`config.mk`:
```
export PLATFORM = sky130hd
export DESIGN_NAME = ex_mem_reg_flat
export DESIGN_NICKNAME = d
export VERILOG_FILES = /design/src/rtl/ex_mem_reg_pkg.sv /design/src/rtl/ex_mem_reg_if.sv /design/src/rtl/ex_mem_reg_flag_reg.sv /design/src/rtl/ex_mem_reg.sv /design/src/flat_wrapper.sv
export SDC_FILE = /design/constraint.sdc
export NUM_CORES = 1
export LEC_CHECK = 0
export ABC_AREA = 1
export CORE_MARGIN = 1.5
export CORE_UTILIZATION = 37
export CTS_CLUSTER_DIAMETER = 120
export DETAILED_ROUTE_END_ITERATION = 8
export PLACE_DENSITY = 0.79
export SYNTH_ARGS = -nofsm -noshare
export SYNTH_HDL_FRONTEND = slang
export SYNTH_HIERARCHICAL = 1
export SYNTH_SLANG_ARGS = --single-unit
```
`constraint.sdc`:
```
create_clock -name clk -period 1.25 [get_ports clk]
set_input_delay 0.25 -clock clk [delete_from_list [all_inputs] [get_ports clk]]
set_output_delay 0.25 -clock clk [all_outputs]
set_load 0.03 [all_outputs]
```
`src/rtl/ex_mem_reg_pkg.sv`:
```
// Shared CPU package: opcode encodings, EX/MEM FSM states, drain counter sizing.
package ex_mem_reg_pkg;

    localparam int unsigned OPC_W = 4;
    localparam int unsigned CNT_W = 2;

    // Edges spent in DRAIN after HLT before HALTED is entered
    localparam logic [CNT_W-1:0] DRAIN_LOAD = CNT_W'(2);

    typedef enum logic [OPC_W-1:0] {
        OP_ADD    = 4'b0000,
        OP_SUB    = 4'b0001,
        OP_XOR    = 4'b0010,
        OP_RED    = 4'b0011,
        OP_SLL    = 4'b0100,
        OP_SRA    = 4'b0101,
        OP_ROR    = 4'b0110,
        OP_PADDSB = 4'b0111,
        OP_LW     = 4'b1000,
        OP_SW     = 4'b1001,
        OP_LHB    = 4'b1010,
        OP_LLB    = 4'b1011,
        OP_B      = 4'b1100,
        OP_BR     = 4'b1101,
        OP_PCS    = 4'b1110,
        OP_HLT    = 4'b1111
    } opcode_e;

    typedef enum logic [1:0] {
        ST_RUN     = 2'd0,
        ST_DRAIN   = 2'd1,
        ST_HALTED  = 2'd2
    } state_e;

endpackage

```
`src/rtl/ex_mem_reg_if.sv`:
```
// EX -> MEM pipeline bus.
//   master: EX-stage producer, drives ex_*, observes mem_*
//   slave : pipeline register, consumes ex_*, drives mem_*
interface ex_mem_if #(
    parameter int unsigned DATA_W = 16,
    parameter int unsigned REG_AW = 4
);
    import ex_mem_reg_pkg::*;

    logic              ex_valid;
    logic [OPC_W-1:0]  ex_opcode;
    logic [DATA_W-1:0] ex_alu_result;
    logic              ex_alu_ovfl;
    logic [DATA_W-1:0] ex_store_data;
    logic [REG_AW-1:0] ex_rd;
    logic              ex_reg_write;
    logic              ex_mem_read;
    logic              ex_mem_write;

    logic              mem_valid;
    logic [OPC_W-1:0]  mem_opcode;
    logic [DATA_W-1:0] mem_alu_result;
    logic [DATA_W-1:0] mem_store_data;
    logic [REG_AW-1:0] mem_rd;
    logic              mem_reg_write;
    logic              mem_mem_read;
    logic              mem_mem_write;

    modport master (
        output ex_valid, ex_opcode, ex_alu_result, ex_alu_ovfl, ex_store_data,
               ex_rd, ex_reg_write, ex_mem_read, ex_mem_write,
        input  mem_valid, mem_opcode, mem_alu_result, mem_store_data, mem_rd,
               mem_reg_write, mem_mem_read, mem_mem_write
    );

    modport slave (
        input  ex_valid, ex_opcode, ex_alu_result, ex_alu_ovfl, ex_store_data,
               ex_rd, ex_reg_write, ex_mem_read, ex_mem_write,
        output mem_valid, mem_opcode, mem_alu_result, mem_store_data, mem_rd,
               mem_reg_write, mem_mem_read, mem_mem_write
    );

endinterface

```
`src/rtl/ex_mem_reg_flag_reg.sv`:
```
// Architectural Z/V/N flag register, written only when upd_en is set.
//   clk, rst_n : clock, async active-low reset
//   upd_en     : a real instruction is being captured this edge
//   opcode     : captured opcode, selects which flags change
//   result     : ALU result
//   ovfl       : ALU signed overflow
//   flag_z/v/n : registered flags
module flag_reg
    import ex_mem_reg_pkg::*;
#(
    parameter int unsigned DATA_W = 16
) (
    input  logic              clk,
    input  logic              rst_n,
    input  logic              upd_en,
    input  logic [OPC_W-1:0]  opcode,
    input  logic [DATA_W-1:0] result,
    input  logic              ovfl,
    output logic              flag_z,
    output logic              flag_v,
    output logic              flag_n
);

    logic z_q, z_d, v_q, v_d, n_q, n_d;

    // Flag selection: Z for arith/logic/shift, N and V for ADD/SUB only
    always_comb begin
        z_d = z_q;
        v_d = v_q;
        n_d = n_q;
        if (upd_en) begin
            case (opcode_e'(opcode))
                OP_ADD, OP_SUB: begin
                    z_d = (result == '0);
                    n_d = result[DATA_W-1];
                    v_d = ovfl;
                end
                OP_XOR, OP_SLL, OP_SRA, OP_ROR: z_d = (result == '0);
                default: ;
            endcase
        end
    end

    always_ff @(posedge clk or negedge rst_n) begin
        if (!rst_n) begin
            z_q <= 1'b0;
            v_q <= 1'b0;
            n_q <= 1'b0;
        end else begin
            z_q <= z_d;
            v_q <= v_d;
            n_q <= n_d;
        end
    end

    assign flag_z = z_q;
    assign flag_v = v_q;
    assign flag_n = n_q;

endmodule

```
`src/rtl/ex_mem_reg.sv`:
```
// EX/MEM pipeline register with stall/flush, condition flags and HLT drain FSM.
//   clk, rst_n     : clock, async active-low reset
//   stall          : hold every register
//   flush          : load a bubble (overrides stall)
//   bus            : ex_* in, mem_* out (registered copies)
//   flag_z/v/n     : architectural flags
//   halted         : pipeline drained after HLT
module ex_mem_reg
    import ex_mem_reg_pkg::*;
#(
    parameter int unsigned DATA_W = 16,
    parameter int unsigned REG_AW = 4
) (
    input  logic     clk,
    input  logic     rst_n,
    input  logic     stall,
    input  logic     flush,
    ex_mem_if.slave  bus,
    output logic     flag_z,
    output logic     flag_v,
    output logic     flag_n,
    output logic     halted
);

    state_e            state_q, state_d;
    logic [CNT_W-1:0]  cnt_q, cnt_d;
    logic              halted_q, halted_d;

    logic              valid_q, valid_d;
    logic [OPC_W-1:0]  opcode_q, opcode_d;
    logic [DATA_W-1:0] result_q, result_d;
    logic [DATA_W-1:0] sdata_q, sdata_d;
    logic [REG_AW-1:0] rd_q, rd_d;
    logic              rw_q, rw_d;
    logic              mr_q, mr_d;
    logic              mw_q, mw_d;

    logic              capture_c;
    logic              bubble_c;

    assign capture_c = !stall && !flush && bus.ex_valid && (state_q == ST_RUN);
    assign bubble_c  = flush || (!stall && !capture_c);

    // Next-state: pipeline payload, drain FSM and counter
    always_comb begin
        state_d  = state_q;
        cnt_d    = cnt_q;
        valid_d  = valid_q;
        opcode_d = opcode_q;
        result_d = result_q;
        sdata_d  = sdata_q;
        rd_d     = rd_q;
        rw_d     = rw_q;
        mr_d     = mr_q;
        mw_d     = mw_q;

        if (capture_c) begin
            valid_d  = 1'b1;
            opcode_d = bus.ex_opcode;
            result_d = bus.ex_alu_result;
            sdata_d  = bus.ex_store_data;
            rd_d     = bus.ex_rd;
            rw_d     = bus.ex_reg_write;
            mr_d     = bus.ex_mem_read;
            mw_d     = bus.ex_mem_write;
        end else if (bubble_c) begin
            // Bubble kills control only; data fields keep their old contents
            valid_d = 1'b0;
            rw_d    = 1'b0;
            mr_d    = 1'b0;
            mw_d    = 1'b0;
        end

        case (state_q)
            ST_RUN: begin
                if (capture_c && (opcode_e'(bus.ex_opcode) == OP_HLT)) begin
                    state_d = ST_DRAIN;
                    cnt_d   = DRAIN_LOAD;
                end
            end
            ST_DRAIN: begin
                // Counter runs 2 -> 1 -> 0, third unstalled edge halts
                if (!stall) begin
                    if (cnt_q == '0) state_d = ST_HALTED;
                    else             cnt_d   = cnt_q - CNT_W'(1);
                end
            end
            ST_HALTED: state_d = ST_HALTED;
            default:   state_d = ST_RUN;
        endcase

        halted_d = (state_d == ST_HALTED);
    end

    always_ff @(posedge clk or negedge rst_n) begin
        if (!rst_n) begin
            state_q  <= ST_RUN;
            cnt_q    <= '0;
            halted_q <= 1'b0;
            valid_q  <= 1'b0;
            opcode_q <= '0;
            result_q <= '0;
            sdata_q  <= '0;
            rd_q     <= '0;
            rw_q     <= 1'b0;
            mr_q     <= 1'b0;
            mw_q     <= 1'b0;
        end else begin
            state_q  <= state_d;
            cnt_q    <= cnt_d;
            halted_q <= halted_d;
            valid_q  <= valid_d;
            opcode_q <= opcode_d;
            result_q <= result_d;
            sdata_q  <= sdata_d;
            rd_q     <= rd_d;
            rw_q     <= rw_d;
            mr_q     <= mr_d;
            mw_q     <= mw_d;
        end
    end

    flag_reg #(.DATA_W(DATA_W)) u_flag_reg (
        .clk    (clk),
        .rst_n  (rst_n),
        .upd_en (capture_c),
        .opcode (bus.ex_opcode),
        .result (bus.ex_alu_result),
        .ovfl   (bus.ex_alu_ovfl),
        .flag_z (flag_z),
        .flag_v (flag_v),
        .flag_n (flag_n)
    );

    assign bus.mem_valid      = valid_q;
    assign bus.mem_opcode     = opcode_q;
    assign bus.mem_alu_result = result_q;
    assign bus.mem_store_data = sdata_q;
    assign bus.mem_rd         = rd_q;
    assign bus.mem_reg_write  = rw_q;
    assign bus.mem_mem_read   = mr_q;
    assign bus.mem_mem_write  = mw_q;
    assign halted             = halted_q;

endmodule
```
`src/flat_wrapper.sv`:
```
// flat-port wrapper written by rule: the top's interface ports become plain ports
module ex_mem_reg_flat import ex_mem_reg_pkg::*;
#(
    parameter int unsigned DATA_W = 16,
    parameter int unsigned REG_AW = 4
)
  (clk, rst_n, stall, flush, flag_z, flag_v, flag_n, halted, bus_ex_valid, bus_ex_opcode, bus_ex_alu_result, bus_ex_alu_ovfl, bus_ex_store_data, bus_ex_rd, bus_ex_reg_write, bus_ex_mem_read, bus_ex_mem_write, bus_mem_valid, bus_mem_opcode, bus_mem_alu_result, bus_mem_store_data, bus_mem_rd, bus_mem_reg_write, bus_mem_mem_read, bus_mem_mem_write);
  ex_mem_if #(.DATA_W(DATA_W), .REG_AW(REG_AW)) bus_i ();
  input  logic clk;
  input  logic rst_n;
  input  logic stall;
  input  logic flush;
  output logic flag_z;
  output logic flag_v;
  output logic flag_n;
  output logic halted;
  input wire logic [$bits(bus_i.ex_valid)-1:0] bus_ex_valid;
  input wire logic [$bits(bus_i.ex_opcode)-1:0] bus_ex_opcode;
  input wire logic [$bits(bus_i.ex_alu_result)-1:0] bus_ex_alu_result;
  input wire logic [$bits(bus_i.ex_alu_ovfl)-1:0] bus_ex_alu_ovfl;
  input wire logic [$bits(bus_i.ex_store_data)-1:0] bus_ex_store_data;
  input wire logic [$bits(bus_i.ex_rd)-1:0] bus_ex_rd;
  input wire logic [$bits(bus_i.ex_reg_write)-1:0] bus_ex_reg_write;
  input wire logic [$bits(bus_i.ex_mem_read)-1:0] bus_ex_mem_read;
  input wire logic [$bits(bus_i.ex_mem_write)-1:0] bus_ex_mem_write;
  output wire logic [$bits(bus_i.mem_valid)-1:0] bus_mem_valid;
  output wire logic [$bits(bus_i.mem_opcode)-1:0] bus_mem_opcode;
  output wire logic [$bits(bus_i.mem_alu_result)-1:0] bus_mem_alu_result;
  output wire logic [$bits(bus_i.mem_store_data)-1:0] bus_mem_store_data;
  output wire logic [$bits(bus_i.mem_rd)-1:0] bus_mem_rd;
  output wire logic [$bits(bus_i.mem_reg_write)-1:0] bus_mem_reg_write;
  output wire logic [$bits(bus_i.mem_mem_read)-1:0] bus_mem_mem_read;
  output wire logic [$bits(bus_i.mem_mem_write)-1:0] bus_mem_mem_write;
  assign bus_i.ex_valid = bus_ex_valid;
  assign bus_i.ex_opcode = bus_ex_opcode;
  assign bus_i.ex_alu_result = bus_ex_alu_result;
  assign bus_i.ex_alu_ovfl = bus_ex_alu_ovfl;
  assign bus_i.ex_store_data = bus_ex_store_data;
  assign bus_i.ex_rd = bus_ex_rd;
  assign bus_i.ex_reg_write = bus_ex_reg_write;
  assign bus_i.ex_mem_read = bus_ex_mem_read;
  assign bus_i.ex_mem_write = bus_ex_mem_write;
  assign bus_mem_valid = bus_i.mem_valid;
  assign bus_mem_opcode = bus_i.mem_opcode;
  assign bus_mem_alu_result = bus_i.mem_alu_result;
  assign bus_mem_store_data = bus_i.mem_store_data;
  assign bus_mem_rd = bus_i.mem_rd;
  assign bus_mem_reg_write = bus_i.mem_reg_write;
  assign bus_mem_mem_read = bus_i.mem_mem_read;
  assign bus_mem_mem_write = bus_i.mem_mem_write;
  ex_mem_reg #(.DATA_W(DATA_W), .REG_AW(REG_AW)) u_core (.clk(clk), .rst_n(rst_n), .stall(stall), .flush(flush), .bus(bus_i), .flag_z(flag_z), .flag_v(flag_v), .flag_n(flag_n), .halted(halted));
endmodule
```
==> flow_summary.json <==
{
  "cp.arrival_ns": 1.49,
  "p_leak_uw": 0.00177,
  "status": "finished, final reports clean",
  "clk_latency_ns": 0.30,
  "synth-main-ff-cell": "dfrtp_1",
  "nets": 420,
  "grt.total_usage_pct": 18.2,
  "synth_seq_area_share_pct": 60.0,
  "synth_top_area_cell": "dfrtp_1",
  "portBuffers": 96,
  "cts_buffer_depth": 2,
  "cts_made_buffers": 5,
  "antenna_cells": 0,
  "antenna_left": 0,
  "post-place-cells": 431,
  "start_util_pct": 38.9,
  "cts_sinks": 52,
  "critPathBufInv": 4,
  "min_period_ns": 1.24,
  "drive_gt1_share_pct": 24.1,
  "yosys.cell_count.top_type": "nand2_1",
  "cts_tree": "yes",
  "fin_skew_ns": 0.00671,
  "drc": 0,
  "hold_class": "in2async",
  "synth_area_um2": 2170,
  "end_kind": "flip-flop",
  "grt_max_degree": 53,
  "grt_remaining_overflow": 0,
  "drt_iter0_drc": 78,
  "vias": 1982,
  "clkSlewWorstSetupHoldPaths_ns": 0.09,
  "rr_worst_depth": 11,
  "setup_viol": 0,
  "yosysWarnings": 6,
  "synth-async-reset-ratio_pct": 100,
  "placed_cell_area_um2": 3180,
  "final_cells": 442,
  "post-route-period-util_pct": 99.5,
  "via_per_inst": 4.48,
  "synthTopCellsByArea": "dfrtp_1 60%, nand2_1 26%, nand3_1 2.3%",
  "power_density_nw_per_um2": 1350,
  "die_y_um": 79.6,
  "cap_viol_max_count": 0,
  "ys_types": 18,
  "rsz0062_at_grt": "yes",
  "grt_pass1_vias": 1907,
  "synth_nets": 306,
  "crit_type": "reg2reg",
  "place_congestion": 0.798,
  "num_rows": 27,
  "yosysTopAreaCellShare_pct": 60.0,
  "die_x_um": 79.6,
  "root_buffer": "clkbuf_8",
  "cp_slowest_cell": "dfrtp_1",
  "critPathLaunchType": "flip-flop",
  "drt-pass1-iter-count": 4,
  "r2r-end": "u_core/u_flag_reg/flag_z$_DFFE_PN0P_",
  "io_pins": 97,
  "worstMarginPinSlew_ns": 0.277,
  "htree_num_levels": 2,
  "wirelength_um": 5430,
  "area_growth_syn_to_layout_pct": 52.0,
  "cp_max_fo": 5,
  "core-area_um2": 5570,
  "syn_inst": 256,
  "ir_drop_mv": 0.729,
  "syn_area_per_cell_um2": 8.47,
  "fin_hold_ws_ns": 0.452,
  "place_hpwl_um": 4040,
  "slowest_delay_ns": 0.40,
  "drv_slew": 0,
  "cp_top_family": "simple AND/OR/NAND/NOR gates",
  "antenna_found_initial": 0,
  "netlist_top_cells_count": "149 x nand2_1, 52 x dfrtp_1, 13 x nor2_1",
  "ys_seq_elements": 52,
  "grt_pass1_wl_um": 8870,
  "slew_headroom_pct": 81.6,
  "design_area_um2": 3300,
  "utilization_pct": 59.1,
  "rrSetupSlack_ns": 0.006,
  "cp.required_ns": 1.50,
  "post_drt_wl_per_cell_um": 12.3,
  "fmaxAchievable_mhz": 804,
  "path_cells": "inv_2 > nand2_4 > nor2_4 > nand2_4 > inv_6 > inv_4 > nor2_4 > nand2_2 > inv_2 > nand3_2 > nand2_1",
  "synth-edff-count": 0,
  "reg2reg_from": "u_core/state_q[0]$_DFF_PN0_",
  "die-area_um2": 6330,
  "hold_viol": 0
}
how the worst max path moves through the flow:
stage,slack (ns),startpoint,end,depth (start not counted)
floorplan,-0.07,u_core/state_q[0]$_DFF_PN0_,u_core/u_flag_reg/flag_n$_DFFE_PN0P_,11
global placement,-0.33,bus_ex_valid,u_core/u_flag_reg/flag_n$_DFFE_PN0P_,10
detailed placement,-0.37,bus_ex_valid,u_core/u_flag_reg/flag_v$_DFFE_PN0P_,10
CTS,0.002,u_core/state_q[0]$_DFF_PN0_,u_core/u_flag_reg/flag_z$_DFFE_PN0P_,11
global route,-0.06,u_core/state_q[0]$_DFF_PN0_,u_core/bus.mem_alu_result[3]$_DFFE_PN0P_,8
finish,0.006,u_core/state_q[0]$_DFF_PN0_,u_core/u_flag_reg/flag_z$_DFFE_PN0P_,11
through the flow:
stage / setup TNS (ns) / total power [µW] / setup slack [ns]
finish: 0 / 4430 / 0.00636
global route: -0.730 / 4700 / -0.0610
CTS: 0 / 4480 / 0.00205
detailed placement: -15.91 / 3580 / -0.372
global placement: -14.88 / 3540 / -0.330
floorplan: -0.199 / 2850 / -0.0707
cells by family (layout without fill, tap and decap cells):
family	after synthesis	in the layout	synth area share (%)
AND/OR/NAND/NOR	180	180	33.4
adder cells (fa/ha/maj)	1	1	0.577
AO/OA/AOI/OAI	4	4	0.923
buffers and inverters	19	133	5.14
flip-flops	52	52	60.0
area by class of cell:
cell class	count	area (µm²)
Sequential cell	52	1300
Multi-Input combinational cell	185	772
Clock inverter	1	5.00
Timing Repair Buffer	115	1010
Tap cell	72	90.1
Inverter	11	48.8
Fill cell	518	2280
Clock buffer	6	72.6
registers in the layout (all words and copies together), names as in the netlist:
signal	cells
u_core/bus.mem_alu_result	16
u_core/bus.mem_store_data	16
u_core/bus.mem_opcode	4
u_core/bus.mem_rd	4
u_core/cnt_q	2
u_core/state_q	2
u_core/bus.mem_mem_read	1
u_core/bus.mem_mem_write	1
u_core/bus.mem_reg_write	1
u_core/bus.mem_valid	1
u_core/halted	1
u_core/u_flag_reg/flag_n	1
u_core/u_flag_reg/flag_v	1
u_core/u_flag_reg/flag_z	1
metal layers:
metal,vias up,GRT usage (%),share of wire (%)
met5,-,0,0
met2,65,31.4,51
li1,996,-,-
met4,0,4.74,0.31
met1,919,22.6,42
met3,2,4.69,6.8
where the power goes:
group	internal, µW	switching, µW
combinational	607	864
sequential	1930	144
clock	382	510
total	2920	1520
timing repair:
item                                   in CTS  in global routing
buffers inserted                            0                  3
setup endpoints to repair                  15                 39
resized for setup                          14                 11
endpoints found under the hold margin      52                  0
hold buffers                                1                  0
cells in the final DEF (no fill, tap or decap):
cell | Yosys | layout
nand2_1 | 149 | 149
buf_4 | 1 | 59
dfrtp_1 | 52 | 52
clkdlybuf4s50_1 | 0 | 47
nor2_1 | 13 | 12
nand3_1 | 10 | 9
inv_1 | 7 | 6
clkbuf_8 | 0 | 5
buf_2 | 3 | 4
nor2_2 | 3 | 4
inv_2 | 2 | 3
buf_12 | 0 | 2
nand2_4 | 1 | 2
nor2_4 | 2 | 2
a21oi_1 | 2 | 2
clkinv_2 | 0 | 1
clkbuf_1 | 0 | 1
dlygate4sd3_1 | 0 | 1
clkdlybuf4s15_2 | 0 | 1
inv_6 | 0 | 1
o21ai_2 | 0 | 1
o21ai_0 | 2 | 1
ha_1 | 1 | 1
inv_4 | 1 | 1
nand2_2 | 2 | 1
nand3_2 | 0 | 1
buf_6 | 4 | 1
worst min-delay path, cell delays in order:
cell and delay [ns]:
dlygate4sd3_1 0.52, buf_2 0.12, buf_12 0.26
(Power assumes the default switching activity.)
